$ cat config.mk
export PLATFORM = sky130hd
export DESIGN_NAME = up_counter_8bit
export DESIGN_NICKNAME = d
export VERILOG_FILES = /design/src/rtl/up_counter_pkg.sv /design/src/rtl/up_counter_next.sv /design/src/rtl/up_counter_8bit.sv
export SDC_FILE = /design/constraint.sdc
export NUM_CORES = 1
export LEC_CHECK = 0
export CORE_AREA = 5 5 47 49
export DETAILED_ROUTE_END_ITERATION = 6
export DIE_AREA = 0 0 52 54
export GPL_ROUTABILITY_DRIVEN = 0
export PLACE_DENSITY = 0.71
export REMOVE_ABC_BUFFERS = 1
export SYNTH_ARGS = -nofsm -noshare
export SYNTH_HDL_FRONTEND = slang
export SYNTH_SLANG_ARGS = --single-unit
$ cat constraint.sdc
create_clock -name clk -period 1.8 [get_ports clk]
set_input_delay 0.18 -clock clk [delete_from_list [all_inputs] [get_ports clk]]
set_output_delay 0.18 -clock clk [all_outputs]
set_load 0.01 [all_outputs]
$ cat src/rtl/up_counter_pkg.sv
// Shared constants and types for the up/down counter slice.
// Optional saturating mode is selected by UP_COUNTER_8BIT_SAT_EN.
package up_counter_pkg;

  localparam int CNT_W = 8;

  localparam logic [CNT_W-1:0] CNT_MAX = {CNT_W{1'b1}};

  typedef enum logic {
    DIR_DN = 1'b0,
    DIR_UP = 1'b1
  } dir_e;

  function automatic logic sat_mode();
`ifdef UP_COUNTER_8BIT_SAT_EN
    return 1'b1;
`else
    return 1'b0;
`endif
  endfunction

endpackage

$ cat src/rtl/up_counter_next.sv
// Next-state and terminal-count logic for the counter register.
// Wraps by default; holds at the limits when UP_COUNTER_8BIT_SAT_EN is set.
module up_counter_next
  import up_counter_pkg::*;
#(
  parameter int WIDTH = CNT_W
) (
  input  logic [WIDTH-1:0] count,
  input  logic             en,
  input  logic             load,
  input  logic [WIDTH-1:0] load_val,
  input  logic             up_dn,
  output logic [WIDTH-1:0] nxt,
  output logic             tc
);

  localparam logic [WIDTH-1:0] ONE  = WIDTH'(1);
  localparam logic [WIDTH-1:0] TOP  = {WIDTH{1'b1}};
  localparam logic [WIDTH-1:0] ZERO = '0;

  logic at_max;
  logic at_min;
  logic is_up;
  logic do_inc;
  logic do_dec;
  logic [WIDTH-1:0] inc_val;
  logic [WIDTH-1:0] dec_val;

  assign is_up  = (up_dn == DIR_UP);
  assign at_max = (count == TOP);
  assign at_min = (count == ZERO);

  assign do_inc = ~load & en & is_up;
  assign do_dec = ~load & en & ~is_up;

  assign tc = en & ~load &
              ((is_up & at_max) | (~is_up & at_min));

  // Saturating build clamps at the limits instead of wrapping.
  always_comb begin
    inc_val = count + ONE;
    dec_val = count - ONE;
    if (sat_mode() && at_max) inc_val = count;
    if (sat_mode() && at_min) dec_val = count;
  end

  always_comb begin
    nxt = count;
    unique case (1'b1)
      load:    nxt = load_val;
      do_inc:  nxt = inc_val;
      do_dec:  nxt = dec_val;
      default: nxt = count;
    endcase
  end

endmodule

$ cat src/rtl/up_counter_8bit.sv
// 8-bit up/down counter with load, enable and terminal count.
// Saturating mode is enabled by defining UP_COUNTER_8BIT_SAT_EN.
module up_counter_8bit
  import up_counter_pkg::*;
#(
  parameter int              WIDTH   = CNT_W,
  parameter logic [WIDTH-1:0] RST_VAL = '0
) (
  input  logic             clk,
  input  logic             rst,
  input  logic             en,
  input  logic             load,
  input  logic [WIDTH-1:0] load_val,
  input  logic             up_dn,
  output logic [WIDTH-1:0] count,
  output logic             tc
);

  logic [WIDTH-1:0] nxt;

  up_counter_next #(
    .WIDTH(WIDTH)
  ) u_next (
    .count   (count),
    .en      (en),
    .load    (load),
    .load_val(load_val),
    .up_dn   (up_dn),
    .nxt     (nxt),
    .tc      (tc)
  );

  always_ff @(posedge clk or negedge rst) begin
    if (!rst) count <= RST_VAL;
    else      count <= nxt;
  end

endmodule

# Word-level counts from Yosys, hierarchy flattened

Cells that the tools add are included.

Shift-type cells: 0
Divide/modulo/power cells: 0
Bitwise operators: 9
Muxes and demuxes: 1
$lt $le $gt $ge: 0
Eq/ne operators: 1
Add/subtract/negate cells: 2
Multiply operators: 0
Reductions and logical operators: 2

Operator list:

| cell                                             | count |
|---|---|
| one-hot mux 8 bit (3 select lines)               | 1 |
| adder 8 x 1 -> 8 bit, second input constant      | 1 |
| == test 8 bit, second input constant             | 1 |
| zero test 8 bit                                  | 1 |
| subtractor 8 x 1 -> 8 bit, second input constant | 1 |
| bitwise AND 1 bit                                | 6 |
| nonzero test 3 bit                               | 1 |
| NOT 1 bit                                        | 2 |
| bitwise OR 1 bit                                 | 1 |

Register bits: 8
Memory bits (read-only): 0
Bits in latches: 0
Bits in writable memories: 0
Memories: 0

# Depth between registers and ports, before layout

Gate-level depths: netlist (run 1).

Word-level depth: 4
Depth in mapped cells: 8
Gate-level depth less buffers: 7

# Cells and area by module

A second synthesis (run 1) with hierarchy kept.

Cells, all modules: 97
Area, all modules: 768.2 um^2

By module, submodules not included:

| module          | cells an instance | instances | area an instance (um^2) |
|---|---|---|---|
| up_counter_next | 89                | 1         | 568.0 |
| up_counter_8bit | 8                 | 1         | 200.2 |

# Least setup slack after synthesis (run 1)

Ideal clock, no wire load.

Kind: input to register
Start point: input port up_dn
End point: register count[4]
Stages: 8
Arrival time: 1.768 ns
Setup time: 0.124 ns
Slack: -0.092 ns
Path through: or3b_1 > buf_2 > xnor2_1 > ha_1 > or4_1 > mux2i_1 > a211o_1 > nand3_1

Cells in the longest elaborated chain, start to end: 3
Elaborated cells on any way between the ends: 5
Classes of those cells: mux (1); bitwise (3); reduce/logical (1)

Ends and longest elaborated chain:

| item                                                                     | RTL line              | source |
|---|---|---|
| from (decl)                                                              | up_counter_8bit.sv:14 | `input logic up_dn,` |
| NOT 1 bit                                                                | up_counter_next.sv:34 | `assign do_dec = ~load & en & ~is_up;` |
| bitwise AND 1 bit                                                        | up_counter_next.sv:34 |  |
| one-hot mux 8 bit (3 select lines) or nonzero test 3 bit (tied branches) | -                     |  |
| to (signal assigned)                                                     | up_counter_8bit.sv:35 | `else count <= nxt;` |
| to (decl)                                                                | up_counter_8bit.sv:15 | `output logic [WIDTH-1:0] count,` |

Several ways; a longest one is shown, not always the timed one.
A chain may end at the register's enable or synchronous reset.

# Worst setup path in the final report (run 1)

Start point: register count[0]
End point: output port tc

Cells in the longest elaborated chain, start to end: 4
Elaborated cells on any way between the ends: 6
Classes of those cells: eq/ne (1); bitwise (4); reduce/logical (1)

Ends and longest elaborated chain:

| item                                             | RTL line                                     | source |
|---|---|---|
| == test 8 bit or zero test 8 bit (tied branches) | up_counter_next.sv:30, up_counter_next.sv:31 |  |
| bitwise AND 1 bit                                | up_counter_next.sv:37                        | `((is_up & at_max) \| (~is_up & at_min));` |
| bitwise OR 1 bit *                               | up_counter_next.sv:37                        |  |
| bitwise AND 1 bit *                              | up_counter_next.sv:36                        | `assign tc = en & ~load &` |
| to (decl)                                        | up_counter_8bit.sv:16                        | `output logic tc` |

Mark *: on every way between the ends. The rest lies on a longest branch, timed or not.

==> results.txt, run 1 <==
The number of synthesized register bits was 8. The logs give 82 for the gate count after technology mapping and 4 for the number of search-and-repair iterations in the first detailed-routing pass. Across the run, the number of max-cap violations was 0. The run gives 147 as the filler cell count. The logs give 22 for the count of boundary I/O pins and 789 for the vias after detailed routing.

The finished cells cover 1170 µm². Counting flops with a built-in enable in the synthesized netlist gives 0. The die outline area is 2810 µm².

The number of diodes added for antenna fixing came out at 0. In this run the clock root is driven by a sky130_fd_sc_hd__clkbuf_4. The net count of the finished layout is 146. In this design, the largest share of critical-path delay is due to simple AND/OR/NAND/NOR gates. Along the worst path, the maximum fanout reaches 3. The worst setup path is launched from a flop. In this run the tightest slew margin relative to its limit is 71.2%. The routed design has 2140 µm of wire.

Dividing total power by cell area gives a power density of 630 nW/µm². The run gives 0.03 ns as the internal reg-to-reg setup slack. The signal on the critical path passes through nand2_1 > or4_4 > o31ai_2 > buf_2. The instance area at placement was 1040 µm². TritonCTS built the clock tree. The data arrival time of the critical path is 1.63 ns. The chip height came out at 54 µm. The detailed router finished its first iteration with 13 violations. The worst path buffer plus inverter count was 1. Each instance of the synthesized netlist takes up on average 7.95 µm².

The total setup violations reported at the end of the flow was 1. In this run the remaining antenna-violating nets after routing total 0. The final reports fail on negative setup slack. During synthesis, Yosys emitted a total of 0 warnings. After synthesis the cells add up to 652 µm². The most common cell in the synthesized netlist is sky130_fd_sc_hd__nand2_1. Sequential share of the synthesized area: 30.7%. Global routing used 15.2% of the available tracks across all layers.

The largest registers in the layout are count: 8 flops. Yosys mapped the design onto 32 distinct sky130hd cell types. For the depth of the CTS H-tree, the log shows 1. The total count of hold-check failures in the final report is 0, and the horizontal die dimension is 52 µm.

Dividing the final minimum period by the clock period gives 101%. Of all cell types, the one taking the most synthesized area is sky130_fd_sc_hd__dfrtp_1. From synthesis to final layout, the design area changed by 79.3%.

The register with the most flip-flops was count. Slew of the pin with the lowest slew margin: 0.431 ns. After global routing the overflow that remains totals 0. The site row count came out at 16.

After synthesis, the most frequently instantiated cells are sky130_fd_sc_hd__nand2_1, sky130_fd_sc_hd__dfrtp_1, sky130_fd_sc_hd__nand3_1, sky130_fd_sc_hd__nor2_1. STA classifies the critical path endpoint as an output pin. In the routed design, unresolved DRC markers number 0. Derived from the worst setup path, the maximum achievable clock frequency is 552 MHz. Setup repair after global routing could not meet its margin everywhere. The count of buffers added on input and output ports is 21. After synthesis, the cell types taking the most area are sky130_fd_sc_hd__dfrtp_1, sky130_fd_sc_hd__nand3_1, sky130_fd_sc_hd__nand2_1, sky130_fd_sc_hd__nor2_1, sky130_fd_sc_hd__xnor2_1. In the final layout, the share of cells above drive strength 1 is 36.2%. IR analysis of the VDD net gives a maximum drop of 0.453 mV. Summed over all cells, the static leakage comes to 0.519 nW. The required time of the worst setup path is 1.62 ns, and the number of flip-flops in the largest register is 8. Critical path start-end classification: flop to output pin. Buffers inserted during clock tree synthesis total 3. Clock latency on the worst-skew pair, taken at its later pin, is 0.25 ns.

The share of async-settable or async-resettable flops after synthesis was 100%; the setup slack of the critical path after layout was -0.0101 ns. Once detailed placement completed, the half-perimeter wirelength came to 1500 µm. The first global-routing pass estimated 3190 µm of wire. The run gives -0.647 ns as the pre-CTS setup slack. The path class of the tightest hold or removal check is input pin to asynchronous set/reset pin. The area share of the largest cell type after synthesis is 30.7%. Entering global routing, the biggest net connects 23 pins.

Initial cell density of the core: 35.8%. CTS saw 8 sinks. The flow ran to the end, but the final reports show violations. The main flop type after synthesis was sky130_fd_sc_hd__dfrtp_1. The average routed wire per standard cell was 13.6 µm.

The final-report max-slew violation count is 0, and the clock period minus final worst setup slack is 1.81 ns. The slowest stage cell on the critical path was sky130_fd_sc_hd__or4_4. The largest incremental delay on the critical path is 0.56 ns. The clock arrives with 0.00162 ns of skew.

Clock-pin slew was measured on the worst setup and hold paths at 0.06 ns. The tools report the maximum clock path buffer count as 2. The number of vias per cell after detailed routing came out at 5.03. The area of the core is 1820 µm². The via count of the first global-routing pass is 765. The tools report the number of antenna violations at the first check in global routing as 0.
-- what timing repair did --
action | CTS | global route
setup endpoints to repair | 4 | 4
gates cloned | 0 | 0
pin swaps | 2 | 3
setup buffers | 2 | 4
resized for setup | 20 | 8
hold buffers | 0 | 0
-- metal layers --
layer	track usage [%]	vias up	wire length (µm)
li1	-	399	-
met1	17.0	366	902
met2	29.3	24	1130
met3	2.77	0	105
met4	3.93	0	0
met5	0	-	0
-- per-stage QoR --
step                power [mW]  setup TNS, ns  cells  hold WS (ns)  util [%]
global route             0.782        -0.0942    157         0.257      64.1
floorplan                0.340        -0.0996     76        -0.116         -
finish                   0.737        -0.0101    157         0.229      64.1
CTS                      0.700       -0.00111    153         0.238      60.4
detailed placement       0.528          -2.72    148         0.517      57.1
global placement         0.519          -2.20    148         0.504      57.1
-- cell usage in the layout, fill, tap and decap left out, drive strengths merged --
cell,synthesis,routed
a221oi,1,1
o21ai,4,4
nor3,2,2
clkdlybuf4s15,0,1
nand2,9,9
a211o,2,2
buf,4,33
mux2i,2,2
nor4,2,2
o31ai,2,2
ha,1,1
nor2b,3,3
nand4,1,1
nand3b,1,1
and3,1,1
and2,1,1
clkbuf,2,3
a21oi,1,1
xnor2,3,3
or4,2,2
clkdlybuf4s50,0,17
o21a,3,3
mux2,1,1
inv,4,4
a211oi,2,2
nor2,7,7
a311oi,1,1
or3b,1,1
nor4b,1,1
nand3,9,9
dfrtp,8,8
a22o,1,1
-- cell families after synthesis --
group	Yosys count	share of synthesized area, %
AO/OA/AOI/OAI	17	18.6
XOR/XNOR	3	4.03
adder cells (fa/ha/maj)	1	1.92
buffers and inverters	10	7.68
flip-flops	8	30.7
multiplexers	3	4.80
AND/OR/NAND/NOR	40	32.2
-- path summary, 6_finish.rpt --
path	depth (start not counted)	start	to
max in group asynchronous	1	rst	count[5]$_DFFE_PN0P_
setup / recovery	4	count[0]$_DFFE_PN0P_	tc
min in group clk	4	en	count[3]$_DFFE_PN0P_
hold / removal	1	rst	count[3]$_DFFE_PN0P_
hold reg to reg	2	count[7]$_DFFE_PN0P_	count[7]$_DFFE_PN0P_
setup reg to reg	7	count[1]$_DFFE_PN0P_	count[4]$_DFFE_PN0P_
-- final cells by class --
cell class                      instances  area, µm²  area share (%)
Timing Repair Buffer                   51        424            36.3
Clock buffer                            3       22.5            1.93
Inverter                                4       15.0            1.28
Tap cell                               27       33.8            2.89
Multi-Input combinational cell         64        473            40.5
Sequential cell                         8        200            17.1
-- where the power goes --
part	leakage, nW	switching, mW	internal, mW
Sequential	0.0951	0.0177	0.203
Combinational	0.410	0.159	0.211
Clock	0.0138	0.0687	0.0769
Total	0.519	0.246	0.491
(Power assumes the default switching activity.)
==> inputs of run 2 (changes only) <==
--- a/config.mk
+++ b/config.mk
@@ -5,11 +5,13 @@
 export SDC_FILE = /design/constraint.sdc
 export NUM_CORES = 1
 export LEC_CHECK = 0
-export CORE_AREA = 5 5 47 49
+export CELL_PAD_IN_SITES_DETAIL_PLACEMENT = 0
+export CELL_PAD_IN_SITES_GLOBAL_PLACEMENT = 2
+export CORE_AREA = 5 5 61 63
 export DETAILED_ROUTE_END_ITERATION = 6
-export DIE_AREA = 0 0 52 54
+export DIE_AREA = 0 0 66 68
 export GPL_ROUTABILITY_DRIVEN = 0
-export PLACE_DENSITY = 0.71
+export PLACE_DENSITY_LB_ADDON = 0.1
 export REMOVE_ABC_BUFFERS = 1
 export SYNTH_ARGS = -nofsm -noshare
 export SYNTH_HDL_FRONTEND = slang
==> results.txt, run 2 (synthesis gave the netlist of run 1 again) <==
The number of search-and-repair iterations in the first detailed-routing pass came out at 4 (unchanged). The depth of the CTS H-tree is 1 (unchanged). Met2 wire length: 1190 µm (+5.3%).

In the final layout, the registers with the most flip-flops are count: 8 flops. The area of the core was 3180 µm² (+75%). The required time of the worst setup path is 1.62 ns (about the same). By startpoint and endpoint, the worst setup path is classified as flop to output pin. Total length of routed met3 wires: 129 µm (+23%). The total setup violations reported at the end of the flow was 0 (-1). The number of flip-flops in the largest register works out to 8 (unchanged). Leakage power: 0.537 nW (+3.5%).

The run finished with clean final reports. Origin of the worst setup path: count[1]$_DFFE_PN0P_. The logs give 20.5% (-15 points) for the initial cell density of the core and 39.4% (-25 points) for the fraction of the core area covered by cells at the end of the flow. The number of vias per cell after detailed routing was 4.54 (-9.7%); the average routed wire per standard cell was 13.7 µm (+0.31%). The count of antenna-violating nets left after detailed routing was 0 (unchanged); the max-cap check violation count was 0 (unchanged). The maximum clock path buffer count is 2 (unchanged).

Leaving out fill and tap cells, the most frequent cells in the layout are sky130_fd_sc_hd__buf_4, sky130_fd_sc_hd__clkdlybuf4s50_1, sky130_fd_sc_hd__nand2_1. The number of antenna violations at the first check in global routing is 0 (unchanged). The met1 wire length came out at 1110 µm (+23%). The final critical-path share of the clock period works out to 98.9% (-1.7 points).

The count of input and output buffers was 21 (unchanged); the clock period minus final worst setup slack was 1.78 ns (-0.0302 ns). The library cell used most frequently in the layout, excluding fill and tap cells, is sky130_fd_sc_hd__buf_4. The run gives 1.60 ns (-0.03 ns) as the data arrival time of the critical path. The largest fanout on the critical path works out to 2 (-1).

The area of the multi-input gates was 498 µm² (+5.3%); the clock-pin slew reported for the worst setup and hold paths after clock tree synthesis was 0.06 ns (about the same). The run gives 0 (unchanged) as the final-report max-slew violation count. The run gives 2440 µm (+14%) as the routed wire length.

The logs give 337 (+130%) for the filler cell count and 29 (+16) for the number of design-rule violations left by the first detailed-router iteration. The sequential group share of total power was 29.2% (-0.7 points). The run gives 170 (+15%) as the count of placed standard cells including taps.

The tools report the library cell used as clock root buffer as sky130_fd_sc_hd__clkbuf_4. For the site row count, the log shows 21 (+5). The slew of the pin with the lowest slew margin came out at 0.417 ns (-0.0132 ns).

Relative to the synthesized area, the layout overhead comes to 91.9%. For the power share of the combinational group, the log shows 51.0% (+0.7 points). The final standard cell count with taps included and fillers excluded is 179 (+14%), and the maximum clock rate is 562 MHz (+1.7%). The count of hold buffers inserted by post-cts repair came out at 0 (unchanged). The sequential cell area is 201 µm² (+0.62%), and the number of nets in the layout is 149 (+2.1%).

The power per cell area is 614 nW/µm² (-2.7%), and the setup skew after layout is 0.00152 ns (-0.000103 ns). Via count of the first global-routing pass: 851 (+11%). More flip-flops sit in one register than any other, and that register is count. Clock latency at the later pin of the worst-skew pair: 0.26 ns (about the same). The internal power of the cells is 0.507 mW (+3.4%). The total count of hold-check failures in the final report is 0 (unchanged), and the peak ir drop on the vdd network is 0.290 mV (-36%).

The tools report the clock net sink count as 8 (unchanged). The tools report the die outline area as 4490 µm² (+60%). The global-route congestion overflow total is 0 (unchanged). The accumulated negative setup slack is 0 ns (+0.0101 ns). The topmost layer with routed signal wires was met4. The chip height was 68 µm (+26%); the net switching power of the design was 0.260 mW (+5.9%).

The total DRC errors in the routed layout is 0 (unchanged). The count of boundary I/O pins is 22 (unchanged), and the first-pass GRT wire length is 4020 µm (+26%). Clock network fraction of design power: 19.7% (about the same). The maximum number of pins on one net before global-route repair was 23 (unchanged). The net switching fraction of the power is 33.9% (+0.54 points), and the worst slew margin relative to its limit is 72.1% (+0.88 points). Start of the worst register-to-register path: count[1]$_DFFE_PN0P_. The post-DP HPWL is 1780 µm (+19%). Setup repair after global routing could not meet its margin everywhere. Vias after detailed routing: 812 (+2.9%). The worst setup path is captured at an output pin. Worst hold path class: input pin to asynchronous set/reset pin. Total clock buffers created by CTS: 3 (unchanged). Worst hold slack across all endpoints: 0.213 ns (-0.0160 ns).

The ratio of cells with drive above 1 in the final layout is 41.4% (+5.2 points). Aggregate global-route resource usage: 12.1% (-3.1 points). TritonCTS built the clock tree. The run gives 0 (unchanged) as the number of diodes added for antenna fixing. The horizontal die dimension was 66 µm (+27%).

The tools report the nature of the critical path startpoint as a flop.
## run 2: per-layer routing
metal	vias to the layer above	global-route usage [%]
met5	-	0
met4	0	4.57
met3	2	3.45
met2	22	20.0
met1	383	15.0
li1	405	-
## run 2: through the flow
stage	setup WS, ns	instance area, µm²	power, mW
final	0.0201	1250	0.768
after global routing	-0.0824	1250	0.819
after CTS	-0.00599	1190	0.745
after detailed placement	-0.621	1090	0.544
after global placement	-0.637	1090	0.544
after floorplan	-0.0682	617	0.340
## run 2: worst paths after layout
| kind | end | depth (start not counted) | slack, ns |
|---|---|---|---|
| worst min register to register | count[7]$_DFFE_PN0P_ | 2 | 0.62 |
| max in group asynchronous | count[4]$_DFFE_PN0P_ | 1 | 1.27 |
| worst max register to register | count[4]$_DFFE_PN0P_ | 7 | 0.03 |
| min in group clk | count[1]$_DFFE_PN0P_ | 3 | 0.47 |
| worst min-delay path | count[7]$_DFFE_PN0P_ | 1 | 0.21 |
| worst max-delay path | tc | 4 | 0.02 |
## run 2: critical path, stage by stage (launching register included)
cell                      delay (ns)
sky130_fd_sc_hd__dfrtp_1        0.37
sky130_fd_sc_hd__nand2_1        0.08
sky130_fd_sc_hd__or4_4          0.55
sky130_fd_sc_hd__o31ai_2        0.17
sky130_fd_sc_hd__buf_2          0.17
## run 2: power groups by stage
stage / combinational, mW / clock (mW) / sequential (mW)
floorplan: 0.0897 / 0 / 0.250
global placement: 0.320 / 0 / 0.224
detailed placement: 0.319 / 0 / 0.225
CTS: 0.361 / 0.159 / 0.224
global route: 0.425 / 0.166 / 0.229
finish: 0.392 / 0.152 / 0.225
## run 2: area by class of cell
| class | instances | area share (%) |
|---|---|---|
| inverters | 4 | 1.20 |
| multi-input cells | 64 | 39.8 |
| repair buffers | 54 | 36.5 |
| flip-flops and latches | 8 | 16.1 |
| clock buffers | 3 | 1.80 |
| well taps | 46 | 4.60 |
## run 2: what timing repair did
action                     CTS  global route
setup endpoints to repair    4             4
cloned                       0             0
setup buffers                5             1
gates resized for setup     24            11
pin swaps                    4             5
